<file path="src/rtl/writeback_unit_if.sv">
// Writeback-stage bundle: MEM/WB result fields, decode read ports, status outputs.
// Latency: none; this is a passive signal bundle.
// Backpressure: none; writeback always accepts what MEM/WB presents.
// Ports (bundle members):
//   MEM/WB : inst_addr_wb, ALU_result_wb, mem_addr_wb, rd_num_wb, register_src_wb,
//            register_write_wb, is_word_wb, cache_data_out_wb, byte_number_wb,
//            halted_controller_wb
//   decode : rs_num, rt_num -> rs_data, rt_data
//   status : halted, write_count, last_commit_pc
// modport master drives the pipeline/decode side; modport slave is the writeback unit.
interface writeback_unit_if;
    logic [31:0]      inst_addr_wb;
    logic [31:0]      ALU_result_wb;
    logic [31:0]      mem_addr_wb;
    logic [4:0]       rd_num_wb;
    logic [1:0]       register_src_wb;
    logic             register_write_wb;
    logic             is_word_wb;
    // Element 0 occupies bits 31:24 (big-endian byte order).
    logic [0:3][7:0]  cache_data_out_wb;
    logic [1:0]       byte_number_wb;
    logic             halted_controller_wb;
    logic [4:0]       rs_num;
    logic [4:0]       rt_num;
    logic [31:0]      rs_data;
    logic [31:0]      rt_data;
    logic             halted;
    logic [31:0]      write_count;
    logic [31:0]      last_commit_pc;

    modport master (
        output inst_addr_wb, ALU_result_wb, mem_addr_wb, rd_num_wb, register_src_wb,
               register_write_wb, is_word_wb, cache_data_out_wb, byte_number_wb,
               halted_controller_wb, rs_num, rt_num,
        input  rs_data, rt_data, halted, write_count, last_commit_pc
    );

    modport slave (
        input  inst_addr_wb, ALU_result_wb, mem_addr_wb, rd_num_wb, register_src_wb,
               register_write_wb, is_word_wb, cache_data_out_wb, byte_number_wb,
               halted_controller_wb, rs_num, rt_num,
        output rs_data, rt_data, halted, write_count, last_commit_pc
    );
endinterface

</file>
<file path="src/rtl/writeback_unit.sv">
// Writeback stage: result select/format, 32x32 register file, bypassed reads, halt FSM.
// Latency: commit lands on the next rising edge; read ports are combinational with write-through bypass.
// Backpressure: none; every WB-stage instruction is consumed in one cycle (ignored once halted).
// Ports:
//   clk   : core clock, all state updates on the rising edge
//   rst_b : asynchronous active-low reset
//   wb    : writeback_unit_if.slave (MEM/WB inputs, decode read ports, status outputs)
module writeback_unit (
    input  logic              clk,
    input  logic              rst_b,
    writeback_unit_if.slave   wb
);

    localparam logic [1:0] SRC_ALU  = 2'd0;
    localparam logic [1:0] SRC_LOAD = 2'd1;
    localparam logic [1:0] SRC_LINK = 2'd2;

    typedef enum logic {
        RUN    = 1'b0,
        HALTED = 1'b1
    } state_t;

    state_t       state_q;
    state_t       state_d;

    logic [31:0]  regs [0:31];
    logic [31:0]  write_count_q;
    logic [31:0]  last_commit_pc_q;

    logic [7:0]   load_byte;
    logic [31:0]  load_value;
    logic [31:0]  result;
    logic         commit;

    // The effective address travels with the instruction for debug visibility only.
    logic         unused_mem_addr;
    assign unused_mem_addr = ^wb.mem_addr_wb;

    // ------------------------------------------------------------------
    // Result formatting
    // ------------------------------------------------------------------
    assign load_byte = wb.cache_data_out_wb[wb.byte_number_wb];

    always_comb begin
        load_value = {{24{load_byte[7]}}, load_byte};
        if (wb.is_word_wb) begin
            load_value = wb.cache_data_out_wb;
        end
    end

    always_comb begin
        result = wb.ALU_result_wb;
        case (wb.register_src_wb)
            SRC_ALU:  result = wb.ALU_result_wb;
            SRC_LOAD: result = load_value;
            SRC_LINK: result = wb.inst_addr_wb + 32'd4;
            default:  result = wb.ALU_result_wb;  // reserved select, never committed
        endcase
    end

    // ------------------------------------------------------------------
    // Halt FSM: next state and commit qualification
    // ------------------------------------------------------------------
    always_comb begin
        state_d = state_q;
        commit  = 1'b0;
        case (state_q)
            RUN: begin
                // A halting instruction still commits its own result on the edge
                // that freezes the core.
                commit = wb.register_write_wb
                         && (wb.rd_num_wb != 5'd0)
                         && (wb.register_src_wb != 2'd3);
                if (wb.halted_controller_wb) begin
                    state_d = HALTED;
                end
            end
            HALTED: begin
                state_d = HALTED;
            end
            default: begin
                state_d = RUN;
            end
        endcase
    end

    always_ff @(posedge clk or negedge rst_b) begin
        if (!rst_b) begin
            state_q <= RUN;
        end else begin
            state_q <= state_d;
        end
    end

    // ------------------------------------------------------------------
    // Architectural state
    // ------------------------------------------------------------------
    always_ff @(posedge clk or negedge rst_b) begin
        if (!rst_b) begin
            for (int i = 0; i < 32; i++) begin
                regs[i] <= 32'd0;
            end
            write_count_q    <= 32'd0;
            last_commit_pc_q <= 32'd0;
        end else if (commit) begin
            regs[wb.rd_num_wb] <= result;
            write_count_q      <= write_count_q + 32'd1;
            last_commit_pc_q   <= wb.inst_addr_wb;
        end
    end

    // ------------------------------------------------------------------
    // Read ports: r0 hard-wired to zero, then same-cycle bypass of the commit.
    // commit already excludes rd 0, so the bypass can never shadow r0.
    // ------------------------------------------------------------------
    always_comb begin
        wb.rs_data = regs[wb.rs_num];
        if (wb.rs_num == 5'd0) begin
            wb.rs_data = 32'd0;
        end else if (commit && (wb.rd_num_wb == wb.rs_num)) begin
            wb.rs_data = result;
        end
    end

    always_comb begin
        wb.rt_data = regs[wb.rt_num];
        if (wb.rt_num == 5'd0) begin
            wb.rt_data = 32'd0;
        end else if (commit && (wb.rd_num_wb == wb.rt_num)) begin
            wb.rt_data = result;
        end
    end

    assign wb.halted         = (state_q == HALTED);
    assign wb.write_count    = write_count_q;
    assign wb.last_commit_pc = last_commit_pc_q;

endmodule
</file>
<file path="src/flat_wrapper.sv">
// flat-port wrapper written by rule: the top's interface ports become plain ports
module writeback_unit_flat 
  (clk, rst_b, wb_inst_addr_wb, wb_ALU_result_wb, wb_mem_addr_wb, wb_rd_num_wb, wb_register_src_wb, wb_register_write_wb, wb_is_word_wb, wb_cache_data_out_wb, wb_byte_number_wb, wb_halted_controller_wb, wb_rs_num, wb_rt_num, wb_rs_data, wb_rt_data, wb_halted, wb_write_count, wb_last_commit_pc);
  writeback_unit_if wb_i ();
  input  logic clk;
  input  logic rst_b;
  input wire logic [$bits(wb_i.inst_addr_wb)-1:0] wb_inst_addr_wb;
  input wire logic [$bits(wb_i.ALU_result_wb)-1:0] wb_ALU_result_wb;
  input wire logic [$bits(wb_i.mem_addr_wb)-1:0] wb_mem_addr_wb;
  input wire logic [$bits(wb_i.rd_num_wb)-1:0] wb_rd_num_wb;
  input wire logic [$bits(wb_i.register_src_wb)-1:0] wb_register_src_wb;
  input wire logic [$bits(wb_i.register_write_wb)-1:0] wb_register_write_wb;
  input wire logic [$bits(wb_i.is_word_wb)-1:0] wb_is_word_wb;
  input wire logic [$bits(wb_i.cache_data_out_wb)-1:0] wb_cache_data_out_wb;
  input wire logic [$bits(wb_i.byte_number_wb)-1:0] wb_byte_number_wb;
  input wire logic [$bits(wb_i.halted_controller_wb)-1:0] wb_halted_controller_wb;
  input wire logic [$bits(wb_i.rs_num)-1:0] wb_rs_num;
  input wire logic [$bits(wb_i.rt_num)-1:0] wb_rt_num;
  output wire logic [$bits(wb_i.rs_data)-1:0] wb_rs_data;
  output wire logic [$bits(wb_i.rt_data)-1:0] wb_rt_data;
  output wire logic [$bits(wb_i.halted)-1:0] wb_halted;
  output wire logic [$bits(wb_i.write_count)-1:0] wb_write_count;
  output wire logic [$bits(wb_i.last_commit_pc)-1:0] wb_last_commit_pc;
  assign wb_i.inst_addr_wb = wb_inst_addr_wb;
  assign wb_i.ALU_result_wb = wb_ALU_result_wb;
  assign wb_i.mem_addr_wb = wb_mem_addr_wb;
  assign wb_i.rd_num_wb = wb_rd_num_wb;
  assign wb_i.register_src_wb = wb_register_src_wb;
  assign wb_i.register_write_wb = wb_register_write_wb;
  assign wb_i.is_word_wb = wb_is_word_wb;
  assign wb_i.cache_data_out_wb = wb_cache_data_out_wb;
  assign wb_i.byte_number_wb = wb_byte_number_wb;
  assign wb_i.halted_controller_wb = wb_halted_controller_wb;
  assign wb_i.rs_num = wb_rs_num;
  assign wb_i.rt_num = wb_rt_num;
  assign wb_rs_data = wb_i.rs_data;
  assign wb_rt_data = wb_i.rt_data;
  assign wb_halted = wb_i.halted;
  assign wb_write_count = wb_i.write_count;
  assign wb_last_commit_pc = wb_i.last_commit_pc;
  writeback_unit u_core (.clk(clk), .rst_b(rst_b), .wb(wb_i));
endmodule
</file>
<file path="config.mk">
export PLATFORM = sky130hd
export DESIGN_NAME = writeback_unit_flat
export DESIGN_NICKNAME = d
export VERILOG_FILES = /design/src/rtl/writeback_unit_if.sv /design/src/rtl/writeback_unit.sv /design/src/flat_wrapper.sv
export SDC_FILE = /design/constraint.sdc
export NUM_CORES = 2
export LEC_CHECK = 0
export ABC_AREA = 1
export BUFFER_PORTS_ARGS = -buffer_cell sky130_fd_sc_hd__buf_2
export CORE_ASPECT_RATIO = 0.5
export CORE_MARGIN = 4
export CORE_UTILIZATION = 55
export CTS_CLUSTER_SIZE = 12
export DETAILED_ROUTE_END_ITERATION = 8
export PLACE_DENSITY_LB_ADDON = 0.05
export SLEW_MARGIN = 20
export SYNTH_ARGS = -nofsm -noshare
export SYNTH_HDL_FRONTEND = slang
export SYNTH_SLANG_ARGS = --single-unit
</file>
<file path="constraint.sdc">
create_clock -name clk -period 2.5 [get_ports clk]
set_input_delay 0.5 -clock clk [delete_from_list [all_inputs] [get_ports clk]]
set_output_delay 0.5 -clock clk [all_outputs]
set_load 0.1 [all_outputs]
</file>
==> run summary <==
For the first-pass GRT wire length, the log shows 386,000 µm. The tools report the TritonCTS buffer count as 105. During synthesis, Yosys emitted a total of 0 warnings. The mean number of vias per cell works out to 6.18.

The net count of the finished layout is 9,528. The number of antenna violations at the first check in global routing was 8; the slack of the worst reg-to-reg path was -130 ps. Synthesis produced a netlist whose cell count is 8,955. The run gives 10,700 as the number of cells after detailed placement.

The logs give 0 for the number of endpoints with negative hold slack in the final report and 35.5 nW for the static leakage power. The count of flip-flops with a built-in enable after synthesis is 0. The checks that failed: setup timing. Setup repair after global routing could not meet its margin everywhere. For this run, the share of the core covered by cells in the final layout is 70.1%. In this run the remaining antenna-violating nets after routing total 0. The element type at the critical path start was a register.

The critical path in this run is classified as register to output port. Global routing finished with a remaining overflow of 0. Of all nets on the critical path, the largest fanout is 7.

Number of vias in the routed layout: 67,500. After detailed routing, the number of remaining DRC violations is 0. Across the run, the number of max-cap violations was 0.

In this run the clock root is driven by a sky130_fd_sc_hd__clkbuf_16. After synthesis, flip-flops and latches occupy 44.1% of the total area. Input and output buffers added on the ports amount to 248.

Pin placement for this block handled 281 I/O pins. The summed negative setup slack over all endpoints is -58,280 ps. The die is 482 µm wide. The design draws 43.1 mW. The mapped netlist covers 0.0618 mm². The share of synthesized registers carrying an async set or reset is 100%. The setup slack after layout was -1020 ps; the floorplan row count was 86. Routability-driven placement finished with a final weighted congestion of 1.04. The detailed router's first-iteration violation count was 10,100; the flip-flop and latch count after synthesis was 1,089.

Entering global routing, the biggest net connects 74 pins. Dividing the final minimum period by the clock period gives 141%. Measured along the y axis, the die boundary spans 245 µm. The time the worst path needs with I/O delays and setup was 3520 ps; the required time reported for the critical path endpoint was 2000 ps. The number of global-route vias before repair is 63,100, and the number of different library cells in the post-synthesis netlist is 35.

The H-tree generated during clock tree synthesis spans 3 levels. Averaged over all synthesized cells, the footprint is 6.90 µm². The routed design has 253,000 µm of wire. Hold timing on the final database bottoms out at a slack of 75.1 ps. Setup violations remaining at the end of the flow were counted as 77. For this run, the number of standard cells in the final layout without fillers is 10,900. The HPWL after detailed placement was 170,000 µm; the power per cell area was 554 mW/mm².

For this run, the detailed router's first-pass iteration total came to 7. The share of cells above drive strength 1 is 16.7%, and the placeable core area is 0.111 mm². STA classifies the critical path endpoint as an output port. From synthesis to final layout, the design area changed by 25.8%.

TritonCTS built the clock tree. The run gives 1,089 as the clock net sink count. After clock tree synthesis, the clock-pin slew on the worst setup and hold paths is 70 ps. The die outline area was 0.118 mm²; the global-route usage over all layers was 42.5%. The tools report the timing-limited maximum frequency as 284 MHz. In this run the tightest slew margin relative to its limit is 39.3%.

Dominant register cell in the synthesized netlist: sky130_fd_sc_hd__dfrtp_1. For this configuration, the core starts out at a cell density of 55.8%. The flow ran to the end, but the final reports show violations. Number of max-slew violations in the final report: 0. The logs give 18.5 ps for the largest clock skew in the final design and 9,112 for the post-synthesis net count. After detailed routing, the average wire length per cell comes to 23.2 µm. The kind of path behind the tightest hold check was primary input to register. The later pin in the worst-skew pair is clocked with a latency of 750 ps.

Counting along the longest clock path gives a buffer depth of 3. For the pin with the worst max-slew slack, the measured transition is 911 ps. The worst-case IR drop observed on VDD is 0.000533 V. The arrival time of data at the critical path endpoint came out at 3020 ps.
flip-flops by register name, indices dropped and copies added (netlist names):
signal / cells
u_core.wb.halted: 1
u_core.regs: 1024
u_core.wb.last_commit_pc: 32
u_core.wb.write_count: 32
logic make-up (layout without fill, tap and decap cells):
group                    after synthesis  after routing  synth area share [%]
other                                  0              6                     0
XOR/XNOR                              30             30                 0.426
flip-flops                          1089           1089                  44.1
AND/OR/NAND/NOR                     5327           5327                  36.4
adder cells (fa/ha/maj)                5              5                 0.101
AO/OA/AOI/OAI                       1461           1461                  12.2
buffers and inverters               1043           1501                  6.75
final timing paths:
| path | startpoint | end | cells after the start |
|---|---|---|---|
| min reg2reg | u_core.regs[1022] | u_core.regs[1022] | 0 |
| max in group asynchronous | rst_b | u_core.regs[520] | 4 |
| max | u_core.wb.halted | wb_rt_data[5] | 12 |
| min in group asynchronous | rst_b | u_core.regs[509] | 2 |
| min | wb_inst_addr_wb[3] | u_core.wb.last_commit_pc[3] | 3 |
| max reg2reg | u_core.wb.halted | u_core.regs[20] | 10 |
per-layer routing:
layer  global-route usage (%)  wire, µm
met3                     13.6     35400
met4                     20.9     14100
met5                        0        35
met1                     57.4     97900
met2                     61.8    106000
final cells by class:
type / count / area, µm²
flip-flops and latches: 1089 / 27300
fillers: 9198 / 33100
well taps: 1496 / 1870
clock buffers: 142 / 2940
clock inverters: 7 / 103
repair buffers: 1114 / 12400
diodes: 6 / 15.0
multi-input cells: 6823 / 32100
inverters: 238 / 982
metrics by stage:
step / cell area, µm² / setup slack (ps)
floorplan: 62500 / -302
global placement: 72700 / -805
detailed placement: 72700 / -854
CTS: 77400 / -980
global route: 77700 / -1040
finish: 77700 / -1020
synth_stat cells, types with 2 or more instances:
master	n	area [µm²]
sky130_fd_sc_hd__nand2_1	3270	12300
sky130_fd_sc_hd__nand3_1	1738	8700
sky130_fd_sc_hd__o21ai_0	1197	5990
sky130_fd_sc_hd__dfrtp_1	1089	27300
sky130_fd_sc_hd__clkbuf_1	534	2000
sky130_fd_sc_hd__inv_1	220	826
sky130_fd_sc_hd__nor2_1	217	815
sky130_fd_sc_hd__buf_2	165	826
sky130_fd_sc_hd__a21oi_1	162	811
sky130_fd_sc_hd__buf_1	77	289
sky130_fd_sc_hd__o211ai_1	75	563
sky130_fd_sc_hd__or2_2	33	206
sky130_fd_sc_hd__clkbuf_2	26	130
sky130_fd_sc_hd__xor2_1	24	210
sky130_fd_sc_hd__nand2_2	22	138
sky130_fd_sc_hd__nand4_1	17	106
sky130_fd_sc_hd__a31oi_1	16	100
sky130_fd_sc_hd__nor3_1	15	75.1
sky130_fd_sc_hd__inv_2	14	52.6
sky130_fd_sc_hd__xnor2_1	6	52.6
sky130_fd_sc_hd__ha_1	5	62.6
sky130_fd_sc_hd__nor3_2	5	50.1
sky130_fd_sc_hd__o21ai_1	5	25.0
sky130_fd_sc_hd__clkinv_1	4	15.0
sky130_fd_sc_hd__o221ai_1	4	35.0
sky130_fd_sc_hd__nor3b_1	3	22.5
sky130_fd_sc_hd__buf_4	2	15.0
sky130_fd_sc_hd__nand3b_1	2	15.0
sky130_fd_sc_hd__nor3_4	2	32.5
layout by cell type, fill, tap and decap left out, drive strengths merged, types with 16 or more instances in the layout:
cell type,netlist,routed
o211ai,75,75
a21oi,162,162
o21ai,1202,1202
nand2,3292,3292
nor2,218,218
dfrtp,1089,1089
nand4,17,17
nor3,22,22
clkbuf,560,142
xor2,24,24
a31oi,16,16
inv,234,236
nand3,1740,1740
buf,245,1110
or2,33,33
repair_timing:
item | 4_1_cts | 5_1_grt
pin swaps | 70 | 43
hold endpoints to repair | 35 | 0
hold buffers | 4 | 0
cloned | 4 | 0
endpoints found under the setup margin | 325 | 298
gates resized for setup | 364 | 74
buffers inserted | 13 | 7
worst max-delay path: stages, from the launching register on:
cell and delay (ps):
sky130_fd_sc_hd__dfrtp_4 490, sky130_fd_sc_hd__nor3b_4 350, sky130_fd_sc_hd__buf_6 190, sky130_fd_sc_hd__nand2_4 60, sky130_fd_sc_hd__inv_4 80, sky130_fd_sc_hd__nand3_4 80, sky130_fd_sc_hd__buf_12 180, sky130_fd_sc_hd__buf_8 140
sky130_fd_sc_hd__buf_8 130, sky130_fd_sc_hd__nand2_4 60, sky130_fd_sc_hd__inv_2 50, sky130_fd_sc_hd__a21oi_4 230, sky130_fd_sc_hd__buf_12 210
where the power goes:
group	switching [mW]	total, mW	internal [mW]
logic	6.51	9.53	3.02
registers	0.240	18.1	17.9
clock network	7.11	15.4	8.27
No activity file was read; power rests on OpenSTA's default activity.
